===== src/rtl/loader_pkg.sv =====
// Shared types and constants for the stream-to-memory image loader.
package loader_pkg;

  typedef enum logic [1:0] {
    IDLE,
    RECV,
    WRITE,
    DONE
  } loader_state_e;

  localparam int unsigned BYTES_PER_WORD = 4;
  localparam int unsigned BYTE_W         = 8;
  localparam int unsigned WORD_W         = 32;

  // 352x288 bytes packed four per word; shared with accelerator and controller.
  localparam int unsigned IMG_NUM_WORDS  = 25344;

endpackage


===== src/rtl/stream_mem_loader_if.sv =====
// Image memory write port (port b) driven by the stream loader.
interface stream_mem_loader_if #(
  parameter int unsigned ADDR_WIDTH = 16
);
  logic                  mem_en;
  logic                  mem_we;
  logic [ADDR_WIDTH-1:0] mem_addr;
  logic [31:0]           mem_dw;

  modport master (output mem_en, output mem_we, output mem_addr, output mem_dw);
  modport slave  (input  mem_en, input  mem_we, input  mem_addr, input  mem_dw);
endinterface


===== src/rtl/stream_mem_loader_byte_packer.sv =====
// Packs received bytes little-endian into words; drops a partial word after an idle timeout.
module byte_packer
  import loader_pkg::*;
#(
  parameter int unsigned TIMEOUT_CYCLES = 65535
) (
  input  logic                clk,
  input  logic                reset,
  input  logic                enable,
  input  logic                clear,
  input  logic [BYTE_W-1:0]   rx_byte,
  input  logic                rx_stb,
  output logic                word_valid_c,
  output logic [WORD_W-1:0]   word_c,
  output logic                timeout_c
);

  localparam int unsigned IDX_W = $clog2(BYTES_PER_WORD);
  localparam int unsigned LOW_W = (BYTES_PER_WORD - 1) * BYTE_W;
  localparam int unsigned CNT_W = $clog2(TIMEOUT_CYCLES + 1);
  localparam logic [IDX_W-1:0] LAST_IDX = IDX_W'(BYTES_PER_WORD - 1);

  logic [LOW_W-1:0] low_bytes;
  logic [IDX_W-1:0] idx;
  logic [CNT_W-1:0] idle_cnt;
  logic             take;

  assign take = enable && rx_stb;

  // The final byte completes the word combinationally so the write lands one cycle after its strobe.
  assign word_valid_c = take && (idx == LAST_IDX);
  assign word_c       = {rx_byte, low_bytes};
  assign timeout_c    = enable && !rx_stb && (idx != '0) &&
                        (idle_cnt == CNT_W'(TIMEOUT_CYCLES - 1));

  always_ff @(posedge clk) begin
    if (reset || clear) begin
      low_bytes <= '0;
      idx       <= '0;
      idle_cnt  <= '0;
    end else if (take) begin
      idle_cnt <= '0;
      if (idx == LAST_IDX) begin
        idx <= '0;
      end else begin
        low_bytes[32'(idx) * BYTE_W +: BYTE_W] <= rx_byte;
        idx <= idx + IDX_W'(1);
      end
    end else if (timeout_c) begin
      idx      <= '0;
      idle_cnt <= '0;
    end else if (enable && (idx != '0)) begin
      idle_cnt <= idle_cnt + CNT_W'(1);
    end
  end

endmodule


===== src/rtl/stream_mem_loader.sv =====
// Loads NUM_WORDS packed words from the UART byte stream into image memory port b.
// Optional running word checksum enabled by macro LOADER_CHECKSUM_EN.
module stream_mem_loader
  import loader_pkg::*;
#(
  parameter int unsigned ADDR_WIDTH     = 16,
  parameter int unsigned BASE_ADDR      = 0,
  parameter int unsigned NUM_WORDS      = IMG_NUM_WORDS,
  parameter int unsigned TIMEOUT_CYCLES = 65535
) (
  input  logic                       clk,
  input  logic                       reset,
  input  logic                       arm,
  input  logic [BYTE_W-1:0]          data_stream_rx,
  input  logic                       data_stream_rx_stb,
  stream_mem_loader_if.master        mem,
  output logic                       busy,
  output logic                       done,
  output logic                       overrun_err,
  output logic [WORD_W-1:0]          checksum
);

  localparam int unsigned CNT_W = $clog2(NUM_WORDS + 1);

  if (64'(BASE_ADDR) + 64'(NUM_WORDS) > (64'(1) << ADDR_WIDTH)) begin : g_addr_range_check
    $error("stream_mem_loader: BASE_ADDR + NUM_WORDS exceeds the address space");
  end
  if (NUM_WORDS == 0) begin : g_num_words_check
    $error("stream_mem_loader: NUM_WORDS must be at least 1");
  end

  loader_state_e      state;
  logic [CNT_W-1:0]   word_cnt;
  logic               start;
  logic               word_valid_c;
  logic [WORD_W-1:0]  word_c;
  logic               timeout_c;

  assign start = arm && ((state == IDLE) || (state == DONE));

  byte_packer #(
    .TIMEOUT_CYCLES (TIMEOUT_CYCLES)
  ) u_packer (
    .clk          (clk),
    .reset        (reset),
    .enable       (busy),
    .clear        (start),
    .rx_byte      (data_stream_rx),
    .rx_stb       (data_stream_rx_stb),
    .word_valid_c (word_valid_c),
    .word_c       (word_c),
    .timeout_c    (timeout_c)
  );

  // Load sequencer with registered memory strobes and status.
  always_ff @(posedge clk) begin
    if (reset) begin
      state        <= IDLE;
      word_cnt     <= '0;
      mem.mem_en   <= 1'b0;
      mem.mem_we   <= 1'b0;
      mem.mem_addr <= ADDR_WIDTH'(BASE_ADDR);
      mem.mem_dw   <= '0;
      busy         <= 1'b0;
      done         <= 1'b0;
      overrun_err  <= 1'b0;
    end else begin
      mem.mem_en <= 1'b0;
      mem.mem_we <= 1'b0;
      case (state)
        IDLE, DONE: begin
          if (arm) begin
            state       <= RECV;
            word_cnt    <= '0;
            busy        <= 1'b1;
            done        <= 1'b0;
            overrun_err <= 1'b0;
          end
        end
        RECV: begin
          if (timeout_c) begin
            overrun_err <= 1'b1;
          end
          if (word_valid_c) begin
            state        <= WRITE;
            mem.mem_en   <= 1'b1;
            mem.mem_we   <= 1'b1;
            mem.mem_addr <= ADDR_WIDTH'(BASE_ADDR) + ADDR_WIDTH'(word_cnt);
            mem.mem_dw   <= word_c;
          end
        end
        WRITE: begin
          if (word_cnt == CNT_W'(NUM_WORDS - 1)) begin
            state <= DONE;
            busy  <= 1'b0;
            done  <= 1'b1;
          end else begin
            state    <= RECV;
            word_cnt <= word_cnt + CNT_W'(1);
          end
        end
        default: state <= IDLE;
      endcase
    end
  end

`ifdef LOADER_CHECKSUM_EN
  // Sum of written words, folded in as each write cycle completes.
  always_ff @(posedge clk) begin
    if (reset || start) begin
      checksum <= '0;
    end else if (state == WRITE) begin
      checksum <= checksum + mem.mem_dw;
    end
  end
`else
  assign checksum = '0;
`endif

endmodule


===== src/flat_wrapper.sv =====
// flat-port wrapper written by rule: the top's interface ports become plain ports
module stream_mem_loader_flat import loader_pkg::*;
#(
  parameter int unsigned ADDR_WIDTH     = 16,
  parameter int unsigned BASE_ADDR      = 0,
  parameter int unsigned NUM_WORDS      = IMG_NUM_WORDS,
  parameter int unsigned TIMEOUT_CYCLES = 65535
)
  (clk, reset, arm, data_stream_rx, data_stream_rx_stb, busy, done, overrun_err, checksum, mem_mem_en, mem_mem_we, mem_mem_addr, mem_mem_dw);
  stream_mem_loader_if #(.ADDR_WIDTH(ADDR_WIDTH)) mem_i ();
  input  logic clk;
  input  logic reset;
  input  logic arm;
  input  logic [BYTE_W-1:0] data_stream_rx;
  input  logic data_stream_rx_stb;
  output logic busy;
  output logic done;
  output logic overrun_err;
  output logic [WORD_W-1:0] checksum;
  output wire logic [$bits(mem_i.mem_en)-1:0] mem_mem_en;
  output wire logic [$bits(mem_i.mem_we)-1:0] mem_mem_we;
  output wire logic [$bits(mem_i.mem_addr)-1:0] mem_mem_addr;
  output wire logic [$bits(mem_i.mem_dw)-1:0] mem_mem_dw;
  assign mem_mem_en = mem_i.mem_en;
  assign mem_mem_we = mem_i.mem_we;
  assign mem_mem_addr = mem_i.mem_addr;
  assign mem_mem_dw = mem_i.mem_dw;
  stream_mem_loader #(.ADDR_WIDTH(ADDR_WIDTH), .BASE_ADDR(BASE_ADDR), .NUM_WORDS(NUM_WORDS), .TIMEOUT_CYCLES(TIMEOUT_CYCLES)) u_core (.clk(clk), .reset(reset), .arm(arm), .data_stream_rx(data_stream_rx), .data_stream_rx_stb(data_stream_rx_stb), .mem(mem_i), .busy(busy), .done(done), .overrun_err(overrun_err), .checksum(checksum));
endmodule

===== config.mk =====
export PLATFORM = sky130hd
export DESIGN_NAME = stream_mem_loader_flat
export DESIGN_NICKNAME = d
export VERILOG_FILES = /design/src/rtl/loader_pkg.sv /design/src/rtl/stream_mem_loader_if.sv /design/src/rtl/stream_mem_loader_byte_packer.sv /design/src/rtl/stream_mem_loader.sv /design/src/flat_wrapper.sv
export SDC_FILE = /design/constraint.sdc
export NUM_CORES = 1
export LEC_CHECK = 0
export CAP_MARGIN = 25
export CELL_PAD_IN_SITES_DETAIL_PLACEMENT = 0
export CELL_PAD_IN_SITES_GLOBAL_PLACEMENT = 1
export CORE_MARGIN = 1
export CORE_UTILIZATION = 34
export CTS_CLUSTER_SIZE = 10
export DETAILED_ROUTE_END_ITERATION = 6
export PLACE_DENSITY_LB_ADDON = 0.08
export SLEW_MARGIN = 20
export SYNTH_ARGS = -nofsm -noshare
export SYNTH_HDL_FRONTEND = slang
export SYNTH_SLANG_ARGS = --single-unit
export TNS_END_PERCENT = 5

===== constraint.sdc =====
create_clock -name clk -period 2.29 [get_ports clk]
set_input_delay 0.5725 -clock clk [delete_from_list [all_inputs] [get_ports clk]]
set_output_delay 0.5725 -clock clk [all_outputs]
set_load 0.005 [all_outputs]

# Word-level counts from Yosys, hierarchy flattened
# Index checks and enable logic that the tools add are counted.
# word_totals
input_bits,12
ff_bits,110
elab_cells,74
# op_classes
addsub,4
bitwise,2
n_mux,20
n_reduce_logical,24
shifts,2
eq_ne,11
# ops
operator,n
$neg A5 Y34,1
$shift A8 B34 Y24 const A,1
$shiftx A8 B34 Y24,1
$mux W15,2
$pmux W15 S2,1
$bwmux W24,1
$add A16 B1 Y16 const B,1
$eq A16 B16 Y1 const B,1
$add A15 B1 Y15 const B,1
$eq A15 B15 Y1 const B,1
$mux W2,6
$reduce_and A3 Y1,3
$reduce_bool A2 Y1,4
$logic_and A1 B1 Y1,7
$eq A2 B2 Y1 const B,3
$mux W1,6
$ne A2 B2 Y1 const B,3
$pmux W1 S2,3
$pmux W2 S3,1
$reduce_and A2 Y1,3
$ne A2 B1 Y1 const B,2
$reduce_or A2 Y1,2
$reduce_or A3 Y1,1
$add A2 B1 Y2 const B,1
other kinds (5),7

# Longest topological paths before layout
# logic_depth
word_depth,6
depth_mapped,9
ltp_nobuf,6

# Modules after synthesis
# Synthesis repeated with hierarchy kept, for this count alone.
# hier_totals
hier_cells,620
area_unflattened_um2,4981.0
# modules_own_cells
mod,n_inst,cells_each,area_each_um2,seq_area_each_um2
stream_mem_loader,1,389,3059.2,1361.3
byte_packer,1,231,1921.8,840.8

# Least setup slack after synthesis
# OpenSTA, ideal clock, no wires.
# synth_timing
path_type,flip-flop to flip-flop
start,register u_core.u_packer.idx[0]
end,register u_core.u_packer.idle_cnt[10]
synth_period_minus_slack_ps,2160
slack_ps,130
setup_ps,117
path_stages_with_launch,8
arrival_time_ps,2042
cell_sequence,dfxtp_1 > inv_1 > ha_1 > nand3b_1 > or4_1 > o21ai_2 > buf_2 > nor2_1
# synth_via
elab_chain_len,4
elab_cells_between_ends,5
cone_classes,reduce/logical (5)
# synth_rtl
item,line,source
"start, declared",stream_mem_loader_byte_packer.sv:24,logic [IDX_W-1:0] idx;
"start signal, assigned",stream_mem_loader_byte_packer.sv:47,idx <= idx + IDX_W'(1);
$reduce_bool A2 Y1 *,"stream_mem_loader_byte_packer.sv:33, stream_mem_loader_byte_packer.sv:52",
$logic_and A1 B1 Y1 (2 in series),stream_mem_loader_byte_packer.sv:33,assign timeout_c = enable && !rx_stb && (idx != '0) &&
$reduce_or A3 Y1 (no line),n/a,
"end signal, assigned",stream_mem_loader_byte_packer.sv:53,idle_cnt <= idle_cnt + CNT_W'(1);
"end, declared",stream_mem_loader_byte_packer.sv:25,logic [CNT_W-1:0] idle_cnt;
# Mark *: on every way between the ends. The rest lies on a longest branch, timed or not.
# A chain may end at the register's enable or synchronous reset.

# Worst setup path after layout
# layout_timing
start,register u_core.u_packer.idx[1]
end,register u_core.u_packer.idle_cnt[13]
# The elaborated chain is that of the path after synthesis.

==> flow_metrics.tcl <==
set metrics [dict create \
    ff2ff_setup_slack_ps 260 \
    wl_met1_um 5840 \
    wl_met2_um 5460 \
    syn_area_mm2 0.00487 \
    crit_fanout 5 \
    grt.total_usage 0.170 \
    cp-startpoint "u_core.u_packer.idx[1]$_SDFFE_PP0P_" \
    finalCritPeriodShare 0.886 \
    post_cts_buffers 0 \
    yosysWarnings 0 \
    drt-total-wl_um 11900 \
    dp_hpwl_um 8380 \
    synthXorXnorAreaFrac 0.0234 \
    syn_inst 602 \
    critPathMostFrequentCell "or3_1" \
    io_buffers 63 \
    grt_pass1_wl_um 19800 \
    cts_made_buffers 9 \
    drt_iter0_markers 206 \
    hold_viol_final 0 \
    synth_compound_area_frac 0.157 \
    ctsRootBufferMaster "clkbuf_16" \
    critical_path_class "flop to flop" \
    end_kind "flop" \
    worstReg2RegStart "u_core.u_packer.idx[1]$_SDFFE_PP0P_" \
    clk_pin_slew_ps 70 \
    drive_gt1_frac 0.0777 \
    ir_drop_mv 0.312 \
    r2r_cells 7 \
    cts.sinks 110 \
    hold_class "flop to flop" \
    via_per_inst 4.96 \
    grt_pass1_vias 3977 \
    max_cap_viol_count 0 \
    power.leakage_nw 1.99 \
    start_kind "flop" \
    ant_nets 0 \
    synth-edff-count 0 \
    ys_seq_elements 110 \
    ys_types 52 \
    vias 4210 \
    ys_async_sr_fraction 0 \
    core-area_mm2 0.0139 \
    row_count 43 \
    power_density_mw_per_mm2 663 \
    nets 688 \
    clockBufferDepth 2 \
    fin_skew_ps 6.72 \
    synth_top_family_by_area "simple AND/OR/NAND/NOR gates" \
    synth-simple-area-share 0.247 \
    rsz0062_at_grt "no" \
    synth.avg_cell_area_um2 8.10 \
    finalPower_mw 3.96 \
    cp.arrival_ps 2310 \
    die_h_um 122 \
    grt_max_degree 49 \
    clk_latency_ps 350 \
    tritoncts "yes" \
    cpPeakStageDelay_ps 420 \
    ios 97 \
    n_antenna_cell 0 \
    tns_ps 0 \
    initial_utilization 0.350 \
    grt_overflow_total 0 \
    cts_resized 0 \
    reg2reg_to "u_core.u_packer.idle_cnt[13]$_SDFFE_PP0P_" \
    cp-endpoint "u_core.u_packer.idle_cnt[13]$_SDFFE_PP0P_" \
    setup-violations-final 0 \
    synth.area.mux_share 0 \
    die_x_um 122 \
    syn2layout_area_growth_pct 22.5 \
    synthAdderAreaFrac 0.0282 \
    slew_violations 0 \
    synthFlopType "dfxtp_1" \
    clock.fmax_mhz 493 \
    top_layer_used "met4" \
    drt-pass1-iter-count 4 \
    path_cells "inv_1, ha_1, nand3b_1, buf_4, or3_1, or3_1, a21oi_1" \
    ys_seq_area_frac 0.452 \
    cts_hold_buf 0 \
    fin_crit_ps 2030 \
    gp_congestion 0.770 \
    outcome "finished, final reports clean" \
    htreeDepth 3 \
    antenna_found_initial 0 \
    cpMaxStageDelayCell "or3_1" \
    cp_data_required_time_ps 2570 \
    drc 0 \
    dieArea_mm2 0.0148 \
    wl_per_cell_um 14.1 \
    wl_met3_um 438 \
]
-- registers in the layout (all words and copies together) (netlist names) --
register	count
u_core.busy	1
u_core.done	1
u_core.mem.mem_addr	15
u_core.mem.mem_dw	32
u_core.mem.mem_en	1
u_core.overrun_err	1
u_core.state	2
u_core.u_packer.idle_cnt	16
u_core.u_packer.idx	2
u_core.u_packer.low_bytes	24
u_core.word_cnt	15
-- cells in the mapped netlist (all sizes together), types with 5 or more instances --
cell type	count	area (um^2)
dfxtp	110	2200
xnor2	6	52.6
o21ai	9	48.8
and4	6	52.6
nand4	13	81.3
or3	5	31.3
clkbuf	32	120
buf	40	289
inv	11	41.3
o41ai	7	61.3
o311ai	6	52.6
nor2	25	93.8
nand3	37	185
xor2	7	61.3
ha	11	138
nand2	136	513
or4	5	41.3
a21oi	85	425
-- layer usage --
metal	vias to the layer above	global-route usage
met2	95	0.266
met5	-	0
met4	0	0.0702
met3	15	0.0309
met1	1961	0.229
li1	2139	-
-- layout make-up --
| class | count | area (um^2) |
|---|---|---|
| clock buffers | 12 | 256 |
| clock inverters | 3 | 43.8 |
| fillers | 1421 | 7970 |
| inverters | 11 | 41.3 |
| multi-input cells | 441 | 2340 |
| flip-flops and latches | 110 | 2200 |
| well taps | 180 | 225 |
| repair buffers | 92 | 856 |
-- worst min path at each step --
stage | from | endpoint | depth (start not counted)
floorplan | u_core.u_packer.low_bytes[0]$_SDFFE_PP0P_ | u_core.mem.mem_dw[0]$_SDFFE_PP0P_ | 2
finish | u_core.mem.mem_addr[12]$_SDFFE_PP0P_ | u_core.mem.mem_addr[12]$_SDFFE_PP0P_ | 2
global route | u_core.mem.mem_addr[3]$_SDFFE_PP0P_ | u_core.mem.mem_addr[3]$_SDFFE_PP0P_ | 2
global placement | u_core.u_packer.low_bytes[0]$_SDFFE_PP0P_ | u_core.u_packer.low_bytes[0]$_SDFFE_PP0P_ | 2
CTS | u_core.u_packer.low_bytes[0]$_SDFFE_PP0P_ | u_core.u_packer.low_bytes[0]$_SDFFE_PP0P_ | 2
detailed placement | u_core.u_packer.low_bytes[0]$_SDFFE_PP0P_ | u_core.u_packer.low_bytes[0]$_SDFFE_PP0P_ | 2
-- stage by stage --
step                area (um^2)  instances  worst slack (ps)  hold slack (ps)  utilization
floorplan                  4990        634               130              432            -
global placement           5670        834               137              442        0.407
detailed placement         5670        834               111              447        0.407
finish                     5970        849               260              453        0.428
CTS                        5970        849               235              457        0.428
global route               5970        849              61.0              470        0.428
-- placed cells by master (no fill, tap or decap), types with 3 or more instances in the layout --
master and n:
nor3b_1 4, nor3_1 3, xnor2_1 6, o311ai_0 6, a31oi_1 3, nor2_1 24
a211oi_1 4, nand4_1 13, inv_1 11, buf_4 28, and4_1 6, nand3_1 37
and2_1 4, conb_1 33, ha_1 11, o41ai_1 7, or3_1 5, o21ai_0 4
or4_1 4, clkdlybuf4s50_1 62, nand2_1 135, a21oi_1 85, xor2_1 7, clkbuf_16 9
dfxtp_1 110, o21ai_1 4
-- worst max-delay path, delay by kind of cell, from the launching register on --
kind	cells	cell delay, ps
and+or+nand+nor	3	930
AOI/OAI and AO/OA	1	160
DFF	1	390
adders and majority gates	1	200
buffers and inverters	2	270
-- kinds of logic after synthesis --
kind of cell / Yosys count
compound gates: 129
xor+xnor: 13
fa+ha+maj: 11
buf+inv: 83
flops: 110
other cells: 1
simple gates: 255
-- where the power goes --
group          internal [mW]  switching, mW  leakage [nW]
combinational          0.150          0.269         0.956
sequential              1.93         0.0161         0.886
clock                  0.903          0.690         0.149
No activity file was read; power rests on OpenSTA's default activity.
